$ cat src/rtl/scr1_pipe_lsu_mo.sv
// Multiple-outstanding load/store unit between EXU and the DMEM port, with an in-order tracking FIFO.
// Optional macro SCR1_TDU_EN adds the trigger-unit data monitor and breakpoint exception path.

module scr1_pipe_lsu_mo_chk (
    input  logic       clk,
    input  logic       rst_n,
    input  logic [1:0] resp,
    input  logic       fifo_empty
);

    resp_without_pending : assert property (@(posedge clk) disable iff (!rst_n)
        (resp != 2'd0) |-> !fifo_empty);

endmodule

module scr1_pipe_lsu_mo #(
    parameter int SCR1_LSU_OUTSTD_NUM = 2,
    localparam int SCR1_LSU_CNT_W = $clog2(SCR1_LSU_OUTSTD_NUM + 1)
) (
    input  logic        clk,
    input  logic        rst_n,
    input  logic        exu2lsu_req_i,
    input  logic [3:0]  exu2lsu_cmd_i,
    input  logic [31:0] exu2lsu_addr_i,
    input  logic [31:0] exu2lsu_sdata_i,
    input  logic        exu2lsu_flush_i,
    output logic        lsu2exu_req_ack_o,
    output logic        lsu2exu_rdy_o,
    output logic [31:0] lsu2exu_ldata_o,
    output logic        lsu2exu_exc_o,
    output logic [3:0]  lsu2exu_exc_code_o,
`ifdef SCR1_TDU_EN
    output logic [34:0] lsu2tdu_dmon_o,
    input  logic        tdu2lsu_ibrkpt_exc_req_i,
    input  logic        tdu2lsu_dbrkpt_exc_req_i,
`endif
    output logic        lsu2dmem_req_o,
    output logic        lsu2dmem_cmd_o,
    output logic [1:0]  lsu2dmem_width_o,
    output logic [31:0] lsu2dmem_addr_o,
    output logic [31:0] lsu2dmem_wdata_o,
    input  logic        dmem2lsu_req_ack_i,
    input  logic [31:0] dmem2lsu_rdata_i,
    input  logic [1:0]  dmem2lsu_resp_i
);

    localparam int N     = SCR1_LSU_OUTSTD_NUM;
    localparam int PTR_W = (N > 1) ? $clog2(N) : 1;

    localparam logic [3:0] CMD_LB  = 4'd1, CMD_LH  = 4'd2, CMD_LW = 4'd3, CMD_LBU = 4'd4,
                           CMD_LHU = 4'd5, CMD_SB  = 4'd6, CMD_SH = 4'd7, CMD_SW  = 4'd8;
    localparam logic [1:0] W_BYTE = 2'd0, W_HWORD = 2'd1, W_WORD = 2'd2;
    localparam logic [1:0] RESP_NOTRDY = 2'd0, RESP_ER = 2'd2;
    localparam logic [3:0] EXC_INSTR_MIS = 4'd0, EXC_BRKPT = 4'd3, EXC_LD_MIS = 4'd4,
                           EXC_LD_AF = 4'd5, EXC_ST_MIS = 4'd6, EXC_ST_AF = 4'd7;

    function automatic logic [PTR_W-1:0] ptr_inc(input logic [PTR_W-1:0] p);
        if (p == PTR_W'(N - 1)) return {PTR_W{1'b0}};
        else                    return p + PTR_W'(1);
    endfunction

    logic [SCR1_LSU_CNT_W-1:0] cnt_r;
    logic [PTR_W-1:0]          wptr_r, rptr_r;
    logic [3:0]                fifo_cmd_r [N];
    logic [1:0]                fifo_off_r [N];
    logic [N-1:0]              fifo_kill_r;

    logic        empty_s, full_s, is_store_s, misalign_s, brk_s;
    logic        brk_exc_s, mis_exc_s, dmem_req_s, push_s, pop_s, live_s, fault_s;
    logic [1:0]  width_s;
    logic [3:0]  head_cmd_s;
    logic [1:0]  head_off_s;
    logic [31:0] sh_s;

    assign empty_s    = (cnt_r == {SCR1_LSU_CNT_W{1'b0}});
    assign full_s     = (cnt_r == SCR1_LSU_CNT_W'(N));
    assign head_cmd_s = fifo_cmd_r[rptr_r];
    assign head_off_s = fifo_off_r[rptr_r];

`ifdef SCR1_TDU_EN
    assign brk_s = exu2lsu_req_i & (tdu2lsu_ibrkpt_exc_req_i | tdu2lsu_dbrkpt_exc_req_i);
    assign lsu2tdu_dmon_o = {exu2lsu_req_i & empty_s & ~tdu2lsu_ibrkpt_exc_req_i,
                             exu2lsu_addr_i,
                             exu2lsu_req_i & (exu2lsu_cmd_i inside {CMD_LB, CMD_LBU, CMD_LH, CMD_LHU, CMD_LW}),
                             exu2lsu_req_i & is_store_s};
`else
    assign brk_s = 1'b0;
`endif

    // Command decode into access width and direction
    always_comb begin
        is_store_s = 1'b0;
        width_s    = W_WORD;
        case (exu2lsu_cmd_i)
            CMD_LB, CMD_LBU: width_s = W_BYTE;
            CMD_LH, CMD_LHU: width_s = W_HWORD;
            CMD_SB:  begin is_store_s = 1'b1; width_s = W_BYTE;  end
            CMD_SH:  begin is_store_s = 1'b1; width_s = W_HWORD; end
            CMD_SW:  begin is_store_s = 1'b1; width_s = W_WORD;  end
            default: width_s = W_WORD;
        endcase
    end

    // Request-side exceptions only fire with nothing in flight so they stay precise
    assign misalign_s = exu2lsu_req_i & (((width_s == W_HWORD) & exu2lsu_addr_i[0])
                                       | ((width_s == W_WORD) & (exu2lsu_addr_i[1:0] != 2'b00)));
    assign brk_exc_s  = brk_s & empty_s;
    assign mis_exc_s  = misalign_s & empty_s;
    assign dmem_req_s = exu2lsu_req_i & ~misalign_s & ~brk_s & ~full_s & ~exu2lsu_flush_i;
    assign push_s     = dmem_req_s & dmem2lsu_req_ack_i;
    assign pop_s      = (dmem2lsu_resp_i != RESP_NOTRDY) & ~empty_s;
    assign live_s     = pop_s & ~fifo_kill_r[rptr_r];
    assign fault_s    = live_s & (dmem2lsu_resp_i == RESP_ER);
    assign sh_s       = dmem2lsu_rdata_i >> {head_off_s, 3'b000};

    assign lsu2exu_req_ack_o = push_s | mis_exc_s | brk_exc_s;
    assign lsu2exu_rdy_o     = live_s;
    assign lsu2exu_exc_o     = fault_s | brk_exc_s | mis_exc_s;
    assign lsu2dmem_req_o    = dmem_req_s;
    assign lsu2dmem_cmd_o    = exu2lsu_req_i & is_store_s;
    assign lsu2dmem_width_o  = exu2lsu_req_i ? width_s : W_BYTE;
    assign lsu2dmem_addr_o   = exu2lsu_req_i ? exu2lsu_addr_i : 32'd0;

    // Exception code priority and load data alignment/extension
    always_comb begin
        lsu2exu_exc_code_o = EXC_INSTR_MIS;
        lsu2exu_ldata_o    = 32'd0;
        if (fault_s) begin
            lsu2exu_exc_code_o = (head_cmd_s inside {CMD_SB, CMD_SH, CMD_SW}) ? EXC_ST_AF : EXC_LD_AF;
        end else if (brk_exc_s) begin
            lsu2exu_exc_code_o = EXC_BRKPT;
        end else if (mis_exc_s) begin
            lsu2exu_exc_code_o = is_store_s ? EXC_ST_MIS : EXC_LD_MIS;
        end else begin
            lsu2exu_exc_code_o = EXC_INSTR_MIS;
        end
        if (live_s) begin
            case (head_cmd_s)
                CMD_LB:  lsu2exu_ldata_o = {{24{sh_s[7]}}, sh_s[7:0]};
                CMD_LBU: lsu2exu_ldata_o = {24'd0, sh_s[7:0]};
                CMD_LH:  lsu2exu_ldata_o = {{16{sh_s[15]}}, sh_s[15:0]};
                CMD_LHU: lsu2exu_ldata_o = {16'd0, sh_s[15:0]};
                default: lsu2exu_ldata_o = sh_s;
            endcase
        end else begin
            lsu2exu_ldata_o = 32'd0;
        end
    end

    // Store data replicated onto every lane the access width can land on
    always_comb begin
        lsu2dmem_wdata_o = 32'd0;
        if (exu2lsu_req_i) begin
            case (width_s)
                W_BYTE:  lsu2dmem_wdata_o = {4{exu2lsu_sdata_i[7:0]}};
                W_HWORD: lsu2dmem_wdata_o = {2{exu2lsu_sdata_i[15:0]}};
                default: lsu2dmem_wdata_o = exu2lsu_sdata_i;
            endcase
        end else begin
            lsu2dmem_wdata_o = 32'd0;
        end
    end

    // Tracking FIFO: pointers, occupancy and per-entry kill bits
    always_ff @(posedge clk or negedge rst_n) begin
        if (!rst_n) begin
            cnt_r       <= {SCR1_LSU_CNT_W{1'b0}};
            wptr_r      <= {PTR_W{1'b0}};
            rptr_r      <= {PTR_W{1'b0}};
            fifo_kill_r <= {N{1'b0}};
            for (int i = 0; i < N; i++) begin
                fifo_cmd_r[i] <= 4'd0;
                fifo_off_r[i] <= 2'd0;
            end
        end else begin
            if (push_s) begin
                fifo_cmd_r[wptr_r] <= exu2lsu_cmd_i;
                fifo_off_r[wptr_r] <= exu2lsu_addr_i[1:0];
                wptr_r             <= ptr_inc(wptr_r);
            end
            if (pop_s) begin
                rptr_r <= ptr_inc(rptr_r);
            end
            case ({push_s, pop_s})
                2'b10:   cnt_r <= cnt_r + SCR1_LSU_CNT_W'(1);
                2'b01:   cnt_r <= cnt_r - SCR1_LSU_CNT_W'(1);
                default: cnt_r <= cnt_r;
            endcase
            for (int i = 0; i < N; i++) begin
                if (exu2lsu_flush_i) begin
                    fifo_kill_r[i] <= 1'b1;
                end else if (push_s && (wptr_r == PTR_W'(i))) begin
                    fifo_kill_r[i] <= 1'b0;
                end
            end
        end
    end

    scr1_pipe_lsu_mo_chk u_chk (
        .clk        (clk),
        .rst_n      (rst_n),
        .resp       (dmem2lsu_resp_i),
        .fifo_empty (empty_s)
    );

endmodule
$ cat config.mk
export PLATFORM = sky130hd
export DESIGN_NAME = scr1_pipe_lsu_mo
export DESIGN_NICKNAME = d
export VERILOG_FILES = /design/src/rtl/scr1_pipe_lsu_mo.sv
export SDC_FILE = /design/constraint.sdc
export NUM_CORES = 1
export LEC_CHECK = 0
export BUFFER_PORTS_ARGS = -buffer_cell sky130_fd_sc_hd__buf_2
export CORE_MARGIN = 2
export CORE_UTILIZATION = 40
export CTS_CLUSTER_DIAMETER = 100
export DETAILED_ROUTE_END_ITERATION = 16
export PLACE_DENSITY = 0.82
export REMOVE_ABC_BUFFERS = 1
export SETUP_SLACK_MARGIN = 0.1
export SYNTH_ARGS = -nofsm -noshare
export SYNTH_HDL_FRONTEND = slang
export SYNTH_HIERARCHICAL = 1
export SYNTH_SLANG_ARGS = --single-unit
export TNS_END_PERCENT = 100
$ cat constraint.sdc
create_clock -name clk -period 2.8 [get_ports clk]
set_clock_uncertainty 0.15 [all_clocks]
set_input_delay 0.14 -clock clk [delete_from_list [all_inputs] [get_ports clk]]
set_output_delay 0.14 -clock clk [all_outputs]
set_load 0.05 [all_outputs]
Word-level counts from Yosys, hierarchy flattened
Index checks and enable logic that the tools add are counted.
{"block": "word_totals", "ff_bits": 18, "latch_bits": 0, "ramBits": 0, "mem_bits_ro": 0, "inputBits": 107, "out_inout_bits": 107, "wordCells": 108, "mem_count": 0}
{"block": "op_classes", "add_sub_neg": 4, "n_mul": 0, "div": 0, "n_lt_le_gt_ge": 4, "eq_ne": 20, "n_shift": 1, "n_mux": 33, "bitwise_logic": 23, "n_reduce_logical": 14}
{"op": "$pmux W32 S4", "n": 1}
{"op": "$mux W32", "n": 3}
{"op": "$pmux W32 S2", "n": 1}
{"op": "$eq A4 B3 Y1 const B", "n": 8}
{"op": "$shr A32 B5 Y32", "n": 1}
{"op": "$mux W4", "n": 4}
{"op": "$mux W2", "n": 7}
{"op": "$and A1 B1 Y1", "n": 12}
{"op": "$reduce_bool A2 Y1", "n": 5}
{"op": "$mux W1", "n": 9}
{"op": "$reduce_or A3 Y1", "n": 3}
{"op": "$bwmux W8", "n": 1}
{"op": "$eq A2 B2 Y1 const B", "n": 4}
{"op": "$eq A4 B1 Y1 const B", "n": 2}
{"op": "$eq A4 B2 Y1 const B", "n": 2}
{"op": "$eq A4 B4 Y1 const B", "n": 2}
{"op": "$pmux W2 S2", "n": 2}
{"op": "$mux W3", "n": 2}
{"op": "$not A1 Y1", "n": 6}
{"op": "$bwmux W4", "n": 1}
{"op": "$demux W4 S1", "n": 1}
{"op": "$eq A2 B1 Y1 const B", "n": 2}
{"op": "$ge A2 B2 Y1 const B", "n": 2}
{"op": "$logic_not A2 Y1", "n": 2}
{"op": "10 further kinds", "n": 16}

Logic depth before layout (Yosys ltp)
{"block": "logic_depth", "ltp_word": 15, "mapped_depth": 9, "mapped_depth_nobuf": 7}

Worst setup path after synthesis
Ideal clock, no wire load.
{"block": "synth_timing", "path_type": "register to output", "from": "reg rptr_r", "to": "out lsu2exu_ldata_o[1]", "arrival_time_ps": 2484, "setup_slack_ps": 26, "stages_incl_launch_ff": 7, "n_path_buf": 3, "cell_sequence": "dfrtp_1 > buf_2 > mux2_2 > buf_2 > clkbuf_1 > a211oi_1 > a211oi_1"}
{"block": "synth_via", "elab_chain_len": 7, "elab_cells_between_ends": 11, "classes_between": "shift: 1; mux: 7; bitwise: 3"}
{"element": "from (decl)", "line_no": "63", "source": "logic [PTR_W-1:0] wptr_r, rptr_r;"}
{"element": "from (signal assigned)", "line_no": "169", "source": "rptr_r <= {PTR_W{1'b0}};"}
{"element": "from (signal assigned)", "line_no": "182", "source": "rptr_r <= ptr_inc(rptr_r);"}
{"element": "$not A1 Y2 (not written as such)", "line_no": "78", "source": "assign head_off_s = fifo_off_r[rptr_r];"}
{"element": "$mux W2 (not written as such) (3 in series)", "line_no": "78"}
{"element": "$shr A32 B5 Y32", "line_no": "114", "source": "assign sh_s = dmem2lsu_rdata_i >> {head_off_s, 3'b000};"}
{"element": "$pmux W32 S4", "line_no": "138", "source": "case (head_cmd_s)"}
{"element": "$mux W32 (*)", "line_no": "137", "source": "if (live_s) begin"}
{"element": "to (decl)", "line_no": "29", "source": "output logic [31:0] lsu2exu_ldata_o,"}
Every way passes the cells marked *; elsewhere a longest branch is shown, timed or not. The select of a mux whose other input is x is not followed.

Worst setup path after layout
{"block": "layout_timing", "from": "reg rptr_r", "to": "out lsu2exu_ldata_o[26]"}
{"block": "layout_via", "elab_chain_len": 7, "elab_cells_between_ends": 18, "classes_between": "eq/ne: 4; shift: 1; mux: 10; bitwise: 3"}
{"element": "$not A1 Y2 (not written as such)", "line_no": "77, 78"}
{"element": "$mux W2 (not written as such) or $mux W4 (tied branches) (3 in series)", "line_no": "78, 77"}
{"element": "$shr A32 B5 Y32 (tied with other cells)", "line_no": "114"}
{"element": "$pmux W32 S4", "line_no": "138"}
{"element": "$mux W32 (*)", "line_no": "137"}
Marks and branches as above.

==> key figures <==
Status
  • Status: completed

Logic synthesis
  • Top post-synthesis cells by area: dfrtp_1 17%, and2_1 10%, a21oi_1 8.4%
  • Mux cell area share after synthesis: 12.8%
  • Ys flop type: dfrtp_1
  • Cells after synthesis: approximately 370
  • Netlist cell types: between 50 and 60
  • Post-synth top area cell: dfrtp_1
  • Largest family of logic cells by synthesized area: simple AND/OR/NAND/NOR gates
  • Post-synth EDFFs: 0
  • Synth warnings: 6
  • Top-area cell type share of the netlist area: around 17%
  • Syn Area/Cell: around 7.1 sq um
  • Post-synthesis compound-gate area fraction: between 20% and 30%
  • Ys async rst share: 100%
  • Mapped cell area: around 2600 sq um
  • Post-Synth Simple-Gate Area: between 30% and 40%
  • Synth Area in XOR/XNOR: 1.99%
  • Post-synthesis adder-cell area fraction: less than 1%
  • Flops & latches, synth: 18
  • Sequential area share after synthesis: between 10% and 20%

Timing
  • Final Setup Violations: 0
  • RSZ-0062 raised after global routing: yes
  • Final Critical Period: between 2000 and 3000 ps
  • Setup TNS Final: 0 ps
  • Fmax achieved: ~0.39 GHz
  • Slew @ Worst Pin: around 560 ps
  • Hold_ws: around 58 ps
  • Final worst slack: between 200 and 250 ps
  • Rel. slew slack: between 60% and 70%
  • Period utilization: slightly above 90%
  • Final hold vios: 0
  • Max-slew violations: 0

Cells and area
  • Final core utilization: about three fifths
  • Ant diodes: 0
  • Post-route insts no fill: 646
  • Layout cells sized above 1: a little under half
  • Area Overhead vs Synth: 45.3%
  • Design area: around 3800 sq um
  • Commonest non-fill, non-tap cell in the layout: buf_2
  • Commonest non-fill, non-tap cells in the layout: 212 x buf_2, 57 x nand2_1, 44 x a21oi_1, 44 x and2_1, 18 x mux2i_1
  • Layout Nets: 678

Setup path
  • WP depth: 8
  • Buf/Inv on CP: 3
  • Reg2reg path depth: 6
  • Kind of critical path: reg -> out
  • CP startpoint kind: register
  • Worst Path Max Fanout: 18
  • CP Cell Sequence: buf_4 > nor3b_2 > nor2_1 > nor2_1 > a32oi_4 > buf_12 > a21oi_1 > buf_2
  • Critical Path RT: 2510 ps
  • Most frequent CP cell: nor2_1
  • Max stage delay on crit path: about 460 ps
  • Type of destination of the critical path: output pin
  • Crit path DAT: 2310 ps
  • Slowest-stage cell, CP: dfrtp_2
  • Top Family by Delay on Critical Path: buffers and inverters

Placed design
  • Routability cong.: 0.871
  • Placed cell areas: around 3700 sq um
  • Post-DP HPWL: 8390 um
  • Placed Cells: approximately 640
  • Worst slack, placed: roughly 230 ps
  • Port Buffers: roughly 210

Routing
  • DRC viols: 0
  • Iter 0 DRT Violations: 225
  • Initial DRT Pass Iterations: 4
  • Avg WL per Cell: between 15 and 20 um
  • Post-DRT Antenna Nets: 0
  • Vias per inst: between 5 and 6
  • Routed WL: 10200 um
  • Via count: about 3500

Clock network
  • CTS clk-pin slew, worst paths: about 60 ps
  • H-tree depth: 1
  • TritonCTS clock tree: built
  • Max clock buf depth: 2
  • CTS Buf Count: 3
  • Sink Count: 18
  • Worst-Skew Late Latency: about 270 ps
  • CTS Root Cell: clkbuf_8

Pwr
  • Switching Share: between 60% and 70%
  • Static Leak: roughly 2.1 nW
  • P_int: about 1.5 mW
  • Sequential share of power: 15.2%
  • Part of the power in the clock network: 5.9%
  • Pwr dens: ~970 nW/um^2
  • Combinational Power Share: roughly four fifths
  • Pwr Total: 3.73 mW
  • Max VDD drop: 0.680 mV
  • Net Sw Power: 2.26 mW

GRT
  • Initial antenna violation count: 2
  • Pin count of the biggest net entering global routing: roughly 50
  • Number of global-route vias before repair: between 3000 and 4000
  • Total GRT Usage: 27.3%
  • First-pass GRT wire length: around 16000 um
  • Gr ovfl total: 0

Die
  • Row count: 29
  • Top Ports: around 210
  • Total die area: a little over 7000 sq um
  • Core Footprint: between 6000 and 7000 sq um
  • Starting Density: just over 40%
  • Die height: between 80 and 90 um
  • Die width: ~85 um

Hold path
  • Hold Crit Class: in -> reg
  • Worst hold path cell count: 2

Flow run
  • MaxCap Viol Count: 0
-- cell families after synthesis --
family	Yosys count
and+or+nand+nor	161
AOI/OAI and AO/OA	106
buffers and inverters	47
muxes	32
DFF	18
xor gates and xnor gates	6
adders and majority gates	1
other	1
-- synthesized netlist by cell type (5+ instances only) --
cell type,instances
nand2_1,58
a21oi_1,44
and2_1,44
mux2i_1,19
dfrtp_1,18
clkbuf_1,16
inv_1,16
nor2_1,16
a211oi_1,15
mux2_2,13
nand3_1,9
nor2b_1,8
o221ai_1,8
buf_2,7
o21ai_0,7
o2bb2ai_1,7
nand2b_1,5
-- layout make-up --
class	count	area [sq um]
clock buffer	4	55.1
fill	580	2520
inverter	17	63.8
multi-input combinational	307	2000
sequential	18	452
tap	77	96.3
timing repair buffer	223	1160
-- worst paths after layout --
kind | start | endpoint | slack [ps]
setup / recovery | rptr_r$_DFFE_PN0P_ | lsu2exu_ldata_o[26] | 200
hold / removal | exu2lsu_cmd_i[3] | fifo_cmd_r[7]$_DFFE_PN0P_ | 60
setup reg to reg | cnt_r[1]$_DFFE_PN0P_ | cnt_r[1]$_DFFE_PN0P_ | 690
hold reg to reg | fifo_kill_r[1]$_DFFE_PN0P_ | fifo_kill_r[1]$_DFFE_PN0P_ | 340
max in group asynchronous | rst_n | rptr_r$_DFFE_PN0P_ | 1980
min in group asynchronous | rst_n | fifo_kill_r[0]$_DFFE_PN0P_ | 190
-- registers in the layout, indices dropped and copies added, names as in the netlist --
signal       cells
cnt_r            2
fifo_cmd_r       8
fifo_kill_r      2
fifo_off_r       4
rptr_r           1
wptr_r           1
-- worst register-to-register path, delay by kind of cell, from the launching register on --
| kind | cells | cell delay, ps |
|---|---|---|
| and+or+nand+nor | 3 | 720 |
| DFF | 1 | 420 |
| adders and majority gates | 1 | 370 |
| AOI/OAI and AO/OA | 1 | 240 |
| xor gates and xnor gates | 1 | 150 |
-- power by group through the flow --
stage | Clock (mW) | Sequential, mW | Combinational [mW]
after floorplan | 0 | 0.529 | 2.12
after global placement | 0 | 0.539 | 2.74
after detailed placement | 0 | 0.562 | 2.82
after CTS | 0.218 | 0.559 | 2.87
after global routing | 0.232 | 0.591 | 3.18
final | 0.218 | 0.567 | 2.94
-- metal layers --
metal	vias up	track usage, %	wire length, um
met3	27	7.68	876
met2	176	49.1	5350
li1	1709	-	-
met4	4	11.0	279
met1	1605	30.0	3680
met5	-	0	27
-- timing repair --
action | 4_1_cts | 5_1_grt
gates resized for setup | 6 | 4
pin swaps | 1 | 1
buffers inserted | 0 | 1
endpoints found under the hold margin | 20 | 0
hold buffers | 2 | 0
endpoints found under the setup margin | 24 | 25
Power figures use the tool's default switching activity.
